File: src/rtl/umi_endpoint_pipe_if.sv
// ---------------------------------------------------------------------------
// umi_endpoint_pipe_if
//   UMI device-port bundle carrying one request channel and one response
//   channel.
//
//   master : the host side. It drives requests and consumes responses.
//   slave  : the endpoint side. It accepts requests and produces responses.
//
//   Parameters: CW (command width), AW (address width), DW (data width).
// ---------------------------------------------------------------------------
interface umi_endpoint_pipe_if #(
  parameter int CW = 32,
  parameter int AW = 64,
  parameter int DW = 256
);
  // request channel
  logic          udev_req_valid;
  logic [CW-1:0] udev_req_cmd;
  logic [AW-1:0] udev_req_dstaddr;
  logic [AW-1:0] udev_req_srcaddr;
  logic [DW-1:0] udev_req_data;
  logic          udev_req_ready;
  // response channel
  logic          udev_resp_valid;
  logic [CW-1:0] udev_resp_cmd;
  logic [AW-1:0] udev_resp_dstaddr;
  logic [AW-1:0] udev_resp_srcaddr;
  logic [DW-1:0] udev_resp_data;
  logic          udev_resp_ready;

  modport master (
    output udev_req_valid, udev_req_cmd, udev_req_dstaddr, udev_req_srcaddr,
           udev_req_data, udev_resp_ready,
    input  udev_req_ready, udev_resp_valid, udev_resp_cmd, udev_resp_dstaddr,
           udev_resp_srcaddr, udev_resp_data
  );

  modport slave (
    input  udev_req_valid, udev_req_cmd, udev_req_dstaddr, udev_req_srcaddr,
           udev_req_data, udev_resp_ready,
    output udev_req_ready, udev_resp_valid, udev_resp_cmd, udev_resp_dstaddr,
           udev_resp_srcaddr, udev_resp_data
  );
endinterface

File: src/rtl/umi_endpoint_pipe.sv
// ---------------------------------------------------------------------------
// umi_endpoint_pipe
//   Pipelined UMI device endpoint. It turns UMI requests into single-cycle
//   local read and write strobes. It keeps up to DEPTH non-posted requests in
//   flight and returns their responses in request order through a
//   DEPTH-entry FIFO.
//
// Ports
//   clk, reset     clock; synchronous active-high reset
//   udev           umi_endpoint_pipe_if.slave (request and response channels)
//   loc_addr       local address (= request dstaddr)
//   loc_write      write strobe (write and posted requests)
//   loc_read       read strobe
//   loc_opcode     request opcode, zero-extended to 8 bits
//   loc_size       request size field
//   loc_len        request len field
//   loc_wrdata     local write data (= request data)
//   loc_rddata     read data, valid RDLAT cycles after loc_read
//   loc_ready      the local device can take an access this cycle
//   outstanding    responses in flight plus responses queued
//
// Configuration
//   UMI_ENDPOINT_ERRRESP_EN  when defined, unsupported request-type commands
//                            (other than posted writes) return an error
//                            response. When undefined they are dropped.
// ---------------------------------------------------------------------------
module umi_endpoint_pipe #(
  parameter int CW    = 32,
  parameter int AW    = 64,
  parameter int DW    = 256,
  parameter int DEPTH = 4,
  parameter int RDLAT = 1
) (
  input  logic                     clk,
  input  logic                     reset,
  umi_endpoint_pipe_if.slave       udev,
  output logic [AW-1:0]            loc_addr,
  output logic                     loc_write,
  output logic                     loc_read,
  output logic [7:0]               loc_opcode,
  output logic [2:0]               loc_size,
  output logic [7:0]               loc_len,
  output logic [DW-1:0]            loc_wrdata,
  input  logic [DW-1:0]            loc_rddata,
  input  logic                     loc_ready,
  output logic [$clog2(DEPTH):0]   outstanding
);

  localparam int AI = $clog2(DEPTH);
  localparam int PW = AI + 1;
  localparam logic [PW-1:0] DEPTH_W = PW'(DEPTH);

  localparam logic [4:0] UMI_REQ_READ   = 5'h01;
  localparam logic [4:0] UMI_REQ_WRITE  = 5'h03;
  localparam logic [4:0] UMI_REQ_POSTED = 5'h05;
  localparam logic [4:0] UMI_RESP_READ  = 5'h02;
  localparam logic [4:0] UMI_RESP_WRITE = 5'h04;

  typedef struct packed {
    logic [CW-1:0] cmd;
    logic [AW-1:0] dstaddr;
    logic [AW-1:0] srcaddr;
    logic          is_read;
  } hdr_t;

  typedef struct packed {
    logic [CW-1:0] cmd;
    logic [AW-1:0] dstaddr;
    logic [AW-1:0] srcaddr;
    logic [DW-1:0] data;
  } entry_t;

  // -------------------------------------------------------------------------
  // Request decode
  // -------------------------------------------------------------------------
  logic [4:0] req_opcode;
  logic       is_read, is_write, is_posted, is_unsup_req;
  logic       needs_resp, err_resp;
  logic       fire, alloc, pop;
  logic [PW-1:0] cnt_q;

  assign req_opcode = udev.udev_req_cmd[4:0];

  // NOTE: every always_comb output gets a default first, so no path leaves a
  // value held and no latch is inferred.
  always_comb begin
    is_read      = 1'b0;
    is_write     = 1'b0;
    is_posted    = 1'b0;
    is_unsup_req = 1'b0;
    case (req_opcode)
      UMI_REQ_READ:   is_read   = 1'b1;
      UMI_REQ_WRITE:  is_write  = 1'b1;
      UMI_REQ_POSTED: is_posted = 1'b1;
      // Request-type opcodes have bit 0 set. Even opcodes are responses or
      // invalid, and they are never answered.
      default:        is_unsup_req = req_opcode[0];
    endcase
  end

`ifdef UMI_ENDPOINT_ERRRESP_EN
  assign needs_resp = is_read | is_write | is_unsup_req;
  assign err_resp   = is_unsup_req;
`else
  assign needs_resp = is_read | is_write;
  assign err_resp   = 1'b0;
`endif

  // Ready depends only on credits and the local device, never on cmd. This
  // keeps the handshake free of combinational paths through the decode.
  assign udev.udev_req_ready = ~reset & loc_ready & (cnt_q < DEPTH_W);

  assign fire  = udev.udev_req_valid & udev.udev_req_ready;
  assign alloc = fire & needs_resp;
  assign pop   = udev.udev_resp_valid & udev.udev_resp_ready;

  assign loc_read   = fire & is_read;
  assign loc_write  = fire & (is_write | is_posted);
  assign loc_addr   = udev.udev_req_dstaddr;
  assign loc_wrdata = udev.udev_req_data;
  assign loc_opcode = {3'b000, req_opcode};
  assign loc_size   = udev.udev_req_cmd[7:5];
  assign loc_len    = udev.udev_req_cmd[15:8];

  // The response header swaps the addresses and replaces the opcode and err
  // field. Every other command field passes through unchanged.
  hdr_t new_hdr;
  always_comb begin
    new_hdr.cmd     = {udev.udev_req_cmd[CW-1:27],
                       (err_resp ? 2'b10 : 2'b00),
                       udev.udev_req_cmd[24:5],
                       (is_read ? UMI_RESP_READ : UMI_RESP_WRITE)};
    new_hdr.dstaddr = udev.udev_req_srcaddr;
    new_hdr.srcaddr = udev.udev_req_dstaddr;
    new_hdr.is_read = is_read;
  end

  // -------------------------------------------------------------------------
  // Credit counter: +1 on alloc and -1 on pop. If both happen in the same
  // cycle the count does not change.
  // -------------------------------------------------------------------------
  // NOTE: sequential state uses non-blocking assignments only, so every flop
  // samples the pre-edge values no matter how the blocks are ordered.
  always_ff @(posedge clk) begin
    if (reset) begin
      cnt_q <= '0;
    end else begin
      case ({alloc, pop})
        2'b10:   cnt_q <= cnt_q + 1'b1;
        2'b01:   cnt_q <= cnt_q - 1'b1;
        default: cnt_q <= cnt_q;
      endcase
    end
  end

  assign outstanding = cnt_q;

  // -------------------------------------------------------------------------
  // Header pipe. It is RDLAT stages deep, so its exit lines up with
  // loc_rddata for reads. Writes and error responses travel through the same
  // stages, which keeps all responses in request order.
  // -------------------------------------------------------------------------
  logic [RDLAT-1:0] pipe_vld;
  hdr_t             pipe_hdr [RDLAT];

  always_ff @(posedge clk) begin
    if (reset) begin
      pipe_vld <= '0;
    end else begin
      pipe_vld[0] <= alloc;
      for (int i = 1; i < RDLAT; i++) pipe_vld[i] <= pipe_vld[i-1];
    end
  end

  // NOTE: datapath storage (pipe headers, FIFO entries) is not reset. Only
  // the valid bits and pointers are reset, and they qualify every read of
  // that storage.
  always_ff @(posedge clk) begin
    pipe_hdr[0] <= new_hdr;
    for (int i = 1; i < RDLAT; i++) pipe_hdr[i] <= pipe_hdr[i-1];
  end

  // -------------------------------------------------------------------------
  // Response FIFO. The pointers carry one extra wrap bit. The FIFO is empty
  // when the pointers are equal and full when only the MSBs differ.
  // -------------------------------------------------------------------------
  entry_t        fifo_mem [DEPTH];
  logic [PW-1:0] wr_ptr, rd_ptr;
  logic          fifo_empty, fifo_full, push;
  entry_t        push_entry, head;

  assign fifo_empty = (wr_ptr == rd_ptr);
  assign fifo_full  = (wr_ptr[PW-1] != rd_ptr[PW-1]) &&
                      (wr_ptr[AI-1:0] == rd_ptr[AI-1:0]);

  // Credits are reserved at fire, so a push never meets a full FIFO. The
  // full term only protects against a corrupted pointer.
  assign push = pipe_vld[RDLAT-1] & ~fifo_full;

  always_comb begin
    push_entry.cmd     = pipe_hdr[RDLAT-1].cmd;
    push_entry.dstaddr = pipe_hdr[RDLAT-1].dstaddr;
    push_entry.srcaddr = pipe_hdr[RDLAT-1].srcaddr;
    push_entry.data    = pipe_hdr[RDLAT-1].is_read ? loc_rddata : '0;
  end

  always_ff @(posedge clk) begin
    if (push) fifo_mem[wr_ptr[AI-1:0]] <= push_entry;
  end

  always_ff @(posedge clk) begin
    if (reset) begin
      wr_ptr <= '0;
      rd_ptr <= '0;
    end else begin
      if (push) wr_ptr <= wr_ptr + 1'b1;
      if (pop)  rd_ptr <= rd_ptr + 1'b1;
    end
  end

  // The outputs come straight from the FIFO head, so they stay stable while
  // valid is high and ready is low. They read as zero whenever the FIFO is
  // empty, which includes the cycles just after reset.
  assign head                   = fifo_mem[rd_ptr[AI-1:0]];
  assign udev.udev_resp_valid   = ~fifo_empty;
  assign udev.udev_resp_cmd     = fifo_empty ? '0 : head.cmd;
  assign udev.udev_resp_dstaddr = fifo_empty ? '0 : head.dstaddr;
  assign udev.udev_resp_srcaddr = fifo_empty ? '0 : head.srcaddr;
  assign udev.udev_resp_data    = fifo_empty ? '0 : head.data;

endmodule

File: src/flat_wrapper.sv
// flat-port wrapper written by rule: the top's interface ports become plain ports
module umi_endpoint_pipe_flat 
#(
  parameter int CW    = 32,
  parameter int AW    = 64,
  parameter int DW    = 256,
  parameter int DEPTH = 4,
  parameter int RDLAT = 1
)
  (clk, reset, loc_addr, loc_write, loc_read, loc_opcode, loc_size, loc_len, loc_wrdata, loc_rddata, loc_ready, outstanding, udev_udev_req_valid, udev_udev_req_cmd, udev_udev_req_dstaddr, udev_udev_req_srcaddr, udev_udev_req_data, udev_udev_resp_ready, udev_udev_req_ready, udev_udev_resp_valid, udev_udev_resp_cmd, udev_udev_resp_dstaddr, udev_udev_resp_srcaddr, udev_udev_resp_data);
  umi_endpoint_pipe_if #(.CW(CW), .AW(AW), .DW(DW)) udev_i ();
  input  logic clk;
  input  logic reset;
  output logic [AW-1:0] loc_addr;
  output logic loc_write;
  output logic loc_read;
  output logic [7:0] loc_opcode;
  output logic [2:0] loc_size;
  output logic [7:0] loc_len;
  output logic [DW-1:0] loc_wrdata;
  input  logic [DW-1:0] loc_rddata;
  input  logic loc_ready;
  output logic [$clog2(DEPTH):0] outstanding;
  input wire logic [$bits(udev_i.udev_req_valid)-1:0] udev_udev_req_valid;
  input wire logic [$bits(udev_i.udev_req_cmd)-1:0] udev_udev_req_cmd;
  input wire logic [$bits(udev_i.udev_req_dstaddr)-1:0] udev_udev_req_dstaddr;
  input wire logic [$bits(udev_i.udev_req_srcaddr)-1:0] udev_udev_req_srcaddr;
  input wire logic [$bits(udev_i.udev_req_data)-1:0] udev_udev_req_data;
  input wire logic [$bits(udev_i.udev_resp_ready)-1:0] udev_udev_resp_ready;
  output wire logic [$bits(udev_i.udev_req_ready)-1:0] udev_udev_req_ready;
  output wire logic [$bits(udev_i.udev_resp_valid)-1:0] udev_udev_resp_valid;
  output wire logic [$bits(udev_i.udev_resp_cmd)-1:0] udev_udev_resp_cmd;
  output wire logic [$bits(udev_i.udev_resp_dstaddr)-1:0] udev_udev_resp_dstaddr;
  output wire logic [$bits(udev_i.udev_resp_srcaddr)-1:0] udev_udev_resp_srcaddr;
  output wire logic [$bits(udev_i.udev_resp_data)-1:0] udev_udev_resp_data;
  assign udev_i.udev_req_valid = udev_udev_req_valid;
  assign udev_i.udev_req_cmd = udev_udev_req_cmd;
  assign udev_i.udev_req_dstaddr = udev_udev_req_dstaddr;
  assign udev_i.udev_req_srcaddr = udev_udev_req_srcaddr;
  assign udev_i.udev_req_data = udev_udev_req_data;
  assign udev_i.udev_resp_ready = udev_udev_resp_ready;
  assign udev_udev_req_ready = udev_i.udev_req_ready;
  assign udev_udev_resp_valid = udev_i.udev_resp_valid;
  assign udev_udev_resp_cmd = udev_i.udev_resp_cmd;
  assign udev_udev_resp_dstaddr = udev_i.udev_resp_dstaddr;
  assign udev_udev_resp_srcaddr = udev_i.udev_resp_srcaddr;
  assign udev_udev_resp_data = udev_i.udev_resp_data;
  umi_endpoint_pipe #(.CW(CW), .AW(AW), .DW(DW), .DEPTH(DEPTH), .RDLAT(RDLAT)) u_core (.clk(clk), .reset(reset), .udev(udev_i), .loc_addr(loc_addr), .loc_write(loc_write), .loc_read(loc_read), .loc_opcode(loc_opcode), .loc_size(loc_size), .loc_len(loc_len), .loc_wrdata(loc_wrdata), .loc_rddata(loc_rddata), .loc_ready(loc_ready), .outstanding(outstanding));
endmodule
File: config.mk
export PLATFORM = sky130hd
export DESIGN_NAME = umi_endpoint_pipe_flat
export DESIGN_NICKNAME = d
export VERILOG_FILES = /design/src/rtl/umi_endpoint_pipe_if.sv /design/src/rtl/umi_endpoint_pipe.sv /design/src/flat_wrapper.sv
export SDC_FILE = /design/constraint.sdc
export NUM_CORES = 1
export LEC_CHECK = 0
export CORE_AREA = 5 5 557 559
export DETAILED_ROUTE_END_ITERATION = 10
export DIE_AREA = 0 0 562 564
export GPL_TIMING_DRIVEN = 0
export PLACE_DENSITY_LB_ADDON = 0.1
export RECOVER_POWER = 50
export SYNTH_ARGS = -nofsm -noshare
export SYNTH_HDL_FRONTEND = slang
export SYNTH_SLANG_ARGS = --single-unit
File: constraint.sdc
create_clock -name clk -period 30.9 [get_ports clk]
set_input_delay 3.09 -clock clk [delete_from_list [all_inputs] [get_ports clk]]
set_output_delay 3.09 -clock clk [all_outputs]
set_load 0.1 [all_outputs]
Yosys cells after proc, flatten, opt, wreduce, memory -nomap -nowiden. Memory sizes are Yosys's and may differ from the RTL's. A register that Yosys moved wholly into a read port is not among the register bits. Index checks and enable logic that the tools add are counted.

Logic and storage cells: 48. Bits of input ports: 677. Output and inout bits: 762. Register bits: 10. Bits in writable memories: 1821. Memories kept: 2.

$lt $le $gt $ge: 1. $add $sub $neg: 4. Reductions and logical operators: 2. Mux-type cells: 14. Bitwise gates (word level): 13. Eq/ne operators: 8.

Memories: u_core.fifo_mem (words 4, width 416, read ports 1, clocked after memory_dff 1, write ports 1, line umi_endpoint_pipe.sv:187) `entry_t fifo_mem [DEPTH];`; u_core.pipe_hdr (words 1, width 157, read ports 1, clocked after memory_dff 0, write ports 1, line umi_endpoint_pipe.sv:164) `hdr_t pipe_hdr [RDLAT];`.

Operator list (count): 256-bit two-way mux (2); 64-bit two-way mux (2); 32-bit two-way mux (1); 3-bit by 1-bit adder with 3-bit output, second input constant (3); 1-bit AND (8); 3-bit one-hot mux with 2 select lines (1); 5-bit by 1-bit == test with 1-bit output, second input constant (1); 5-bit by 2-bit == test with 1-bit output, second input constant (1); 5-bit by 3-bit == test with 1-bit output, second input constant (1); 1-bit two-way mux (5); 2-bit two-way mux (2); 3-bit == test (1); 3-bit less-than comparator, second input constant (1); 3-bit two-way mux (1); 1-bit NOT (3); 3-bit by 1-bit subtractor with 3-bit output, second input constant (1); 2-bit by 1-bit == test with 1-bit output, second input constant (1); 2-bit == test (1); 2-bit == test, second input constant (1); 1-bit OR (2); 2-bit nonzero test (1); 1-bit logical AND (1); 1-bit inequality test (1).

Depth between registers and ports, before layout.
Depth in word-level cells: 7. Mapped depth: 9. Mapped depth without buffers: 9.

Worst setup path before layout. OpenSTA, ideal clock, no wires.

Path type: register to register. Start point: register u_core.wr_ptr[1]. End point: memory u_core.fifo_mem[0][0] (netlist bit), enable pin. Cell stages (with the launch flop): 5. Buffers on the path: 1. Arrival: 10.249 ns. Setup time: 0.828 ns. Required time: 30.072 ns. Period minus slack after synthesis: 11.077 ns. Slack: 19.823 ns. Cell sequence: dfxtp_1 buf_2 xnor2_2 a31oi_1 and2_1.

Longest elaborated chain between the ends: 6.

RTL lines: start, declared (line umi_endpoint_pipe.sv:188) `logic [PW-1:0] wr_ptr, rd_ptr;`; start signal, assigned (line umi_endpoint_pipe.sv:216) `if (push) wr_ptr <= wr_ptr + 1'b1;`; 2-bit == test (line umi_endpoint_pipe.sv:194) `(wr_ptr[AI-1:0] == rd_ptr[AI-1:0]);`; 1-bit logical AND (line umi_endpoint_pipe.sv:193) `assign fifo_full = (wr_ptr[PW-1] != rd_ptr[PW-1]) &&`; 1-bit NOT (line umi_endpoint_pipe.sv:198) `assign push = pipe_vld[RDLAT-1] & ~fifo_full;`; 1-bit AND (line umi_endpoint_pipe.sv:198); 1-bit two-way mux (line umi_endpoint_pipe.sv:208) `if (push) fifo_mem[wr_ptr[AI-1:0]] <= push_entry;`; 1-bit two-way mux (not written as such) (line umi_endpoint_pipe.sv:208); end, declared (line umi_endpoint_pipe.sv:187).

Parallel ways exist; a longest one is shown, timed or not.

Worst setup path in the final report.
Start point: register u_core.wr_ptr[0]. End point: memory u_core.fifo_mem[0][2] (netlist bit), enable pin.

Same word-level chain as after synthesis.

==> impl_metrics.env <==
export IMPL_detailedRoute_firstPassIterationCount=5
export IMPL_final_nets=5602
export IMPL_grt_setup_unrepaired="false"
export IMPL_maxCapViolations=24
export IMPL_synthesis_area_um2=70000
export IMPL_worstSetupStartpoint="u_core.wr_ptr[0]"
export IMPL_grt_ovfl_total=0
export IMPL_crit_chain="xnor2_1 > a31oi_1 > and2_0 > clkbuf_1 > clkbuf_1 > clkbuf_1 > buf_16"
export IMPL_wl_per_cell_um=25.6
export IMPL_reg2reg_from="u_core.wr_ptr[0]"
export IMPL_irDropWorstVdd_mv=0.0420
export IMPL_rr_endpoint="u_core.fifo_mem[0][2]"
export IMPL_clockRootBuffer="clkbuf_16"
export IMPL_dp_final_hpwl_um=168000
export IMPL_postLayoutCoreUtil_pct=31.0
export IMPL_drt_iter0_markers=2088
export IMPL_hold_class="reg -> reg"
export IMPL_endpoint="u_core.fifo_mem[0][2]"
export IMPL_ctsResizeCount=0
export IMPL_cts_setup_buffers=0
export IMPL_clock_sinks=1811
export IMPL_grt_total_usage_pct=14.1
export IMPL_violations="max-capacitance violations, max-slew violations"
export IMPL_cts_tree="yes"
export IMPL_final_design_area_no_fill_um2=94500
export IMPL_fill_cells=29738
export IMPL_critPathLaunchType="flip-flop"
export IMPL_clk_latency_ps=880
export IMPL_crit_required_ps=31400
export IMPL_die_x_um=562
export IMPL_grt_max_degree=49
export IMPL_coreArea_um2=305000
export IMPL_grt_pass1_vias=38982
export IMPL_cpMaxStageDelayCell="clkbuf_1"
export IMPL_finalSetupTns_ps=0
export IMPL_initial_core_util_pct=23.0
export IMPL_final_cell_mix="edfxtp_1 (1644), clkdlybuf4s50_1 (891), and2_1 (536)"
export IMPL_end_kind="flip-flop"
export IMPL_routed_via_count=36681
export IMPL_io_buffers=1172
export IMPL_layout_commonest_cell="edfxtp_1"
export IMPL_power_density_nw_per_um2=76.9
export IMPL_grt_pass1_wl_um=318000
export IMPL_cts_max_level=4
export IMPL_vias_per_cell=4.02
export IMPL_clk_pin_slew_ps=60
export IMPL_slew_headroom_pct=-137
export IMPL_status="complete, but fails checks"
export IMPL_worst_clock_skew_ps=58.5
export IMPL_rrSetupSlack_ps=21880
export IMPL_ctsHoldBuffers=0
export IMPL_arrival_ps=9520
export IMPL_reg2reg_depth=7
export IMPL_placed_area_um2=87900
export IMPL_ys_ff_latch=1811
export IMPL_clockBufferDepth=4
export IMPL_slew_violations=930
export IMPL_cp_top_family="buffers and inverters"
export IMPL_hold_start="u_core.pipe_hdr[0][121]"
export IMPL_dieArea_um2=317000
export IMPL_ys_warn_count=0
export IMPL_critPathKind="reg -> reg"
export IMPL_fmax_mhz=111
export IMPL_crit_fanout=42
export IMPL_die_height_um=564
export IMPL_yosys_cell_types_count=36
export IMPL_total_power_mw=7.26
export IMPL_yosysSeqAreaShare_pct=75.3
export IMPL_hold_ws_ps=428
export IMPL_hold_viol=0
export IMPL_rows=203
export IMPL_antenna_left=0
export IMPL_p_leak_nw=30.0
export IMPL_ios=1439
export IMPL_path_common_cell="clkbuf_1"
export IMPL_drc=0
export IMPL_place_congestion=0.757
export IMPL_cp_slowest_stage_delay_ps=2360
export IMPL_worst_path_stages=7
export IMPL_tightest_slew_ps=3560
export IMPL_syn_area_per_cell_um2=20.1
export IMPL_fin_crit_sh_pct=29.2
export IMPL_drt_wl_total_um=234000
export IMPL_crit_buf_inv=4
export IMPL_period_needed_ps=9020
export IMPL_syn2layout_area_growth_pct=34.9
export IMPL_finalSetupViolCount=0
export IMPL_drive_gt1_share_pct=22.9
export IMPL_antenna_found_initial=153
export IMPL_numCtsBuffers=211
export IMPL_netlist_instances=3485
==> through the flow <==
step,instances,setup WS [ps]
after floorplan,3492,19820
after global placement,8661,8030
after detailed placement,8702,22270
after CTS,9092,22260
after global routing,9101,20960
final,9133,21880
==> where the power goes <==
group / internal (mW) / leakage (nW) / switching (mW)
sequential: 2.66 / 15.8 / 0.0122
combinational: 0.562 / 10.8 / 1.52
clock: 1.50 / 3.42 / 1.01
total: 4.72 / 30.0 / 2.54
==> synthesized netlist by cell type <==
cell type,count,share of area [%]
nand3_1,7,0.050
nor3b_1,3,0.032
or4_1,1,0.011
nand4_1,5,0.045
dfxtp_1,167,4.8
a21oi_1,4,0.029
nor2b_1,2,0.018
nand2_1,3,0.016
mux4_2,411,13
a41oi_1,2,0.025
nand2b_1,1,0.0089
or3_1,1,0.0089
inv_1,8,0.043
nor4_1,1,0.0089
o211ai_1,2,0.021
nor2_1,9,0.048
edfxtp_1,1644,70
ha_1,6,0.11
xnor2_1,1,0.013
buf_1,14,0.075
a22oi_1,2,0.021
conb_1,1,0.0054
a211o_1,1,0.013
fa_1,1,0.029
nand3_2,1,0.014
and3_1,1,0.0089
clkbuf_1,76,0.41
xnor2_2,3,0.070
buf_2,77,0.55
or4bb_1,1,0.016
or2_2,1,0.0089
xor2_1,5,0.063
a31oi_1,3,0.027
o21ai_0,5,0.036
and2_1,671,6.0
buf_4,344,3.7
==> flip-flops by register name, summed over array words and instances, names as in the netlist, named ones only <==
signal and count:
u_core.rd_ptr 3, u_core.pipe_hdr 155, u_core.fifo_mem 1644, u_core.wr_ptr 3
u_core.outstanding 3, u_core.pipe_vld 1
==> final cells by class <==
class                      instances  area, µm²  area share, %
clock inverter                   105       1170           1.24
clock buffer                     285       5820           6.16
timing repair buffer            1213      12300           13.0
multi-input combinational       1162      14000           14.8
inverter                           8       30.0         0.0318
buffer                           511       3310           3.50
tap                             3997       5000           5.29
antenna                           41        103          0.109
sequential                      1811      52700           55.8
==> routing by layer <==
metal | GRT usage, % | up-vias | share of wire (%)
met2 | 23.9 | 1324 | 49
met4 | 3.17 | 92 | 2.3
met5 | 0 | - | 0.25
met3 | 6.09 | 433 | 10
li1 | - | 16107 | -
met1 | 16.6 | 18725 | 39
==> kinds of logic after synthesis <==
group | Yosys count | share of synthesized area, %
flip-flops | 1811 | 75.3
AND/OR/NAND/NOR | 708 | 6.29
buffers and inverters | 519 | 4.76
multiplexers | 411 | 13.2
AO/OA/AOI/OAI | 19 | 0.172
XOR/XNOR | 9 | 0.145
adder cells (fa/ha/maj) | 7 | 0.136
other | 1 | 0.00536
==> worst min-delay path by stage <==
stage	slack [ps]	depth (start not counted)	to
4_1_cts	420	0	u_core.fifo_mem[3][376]
3_5_place_dp	460	0	u_core.fifo_mem[2][265]
5_1_grt	450	0	u_core.fifo_mem[0][360]
2_1_floorplan	440	0	u_core.fifo_mem[0][256]
3_3_place_gp	460	0	u_core.fifo_mem[2][310]
6_report	430	0	u_core.fifo_mem[3][376]
Power figures use the tool's default switching activity.
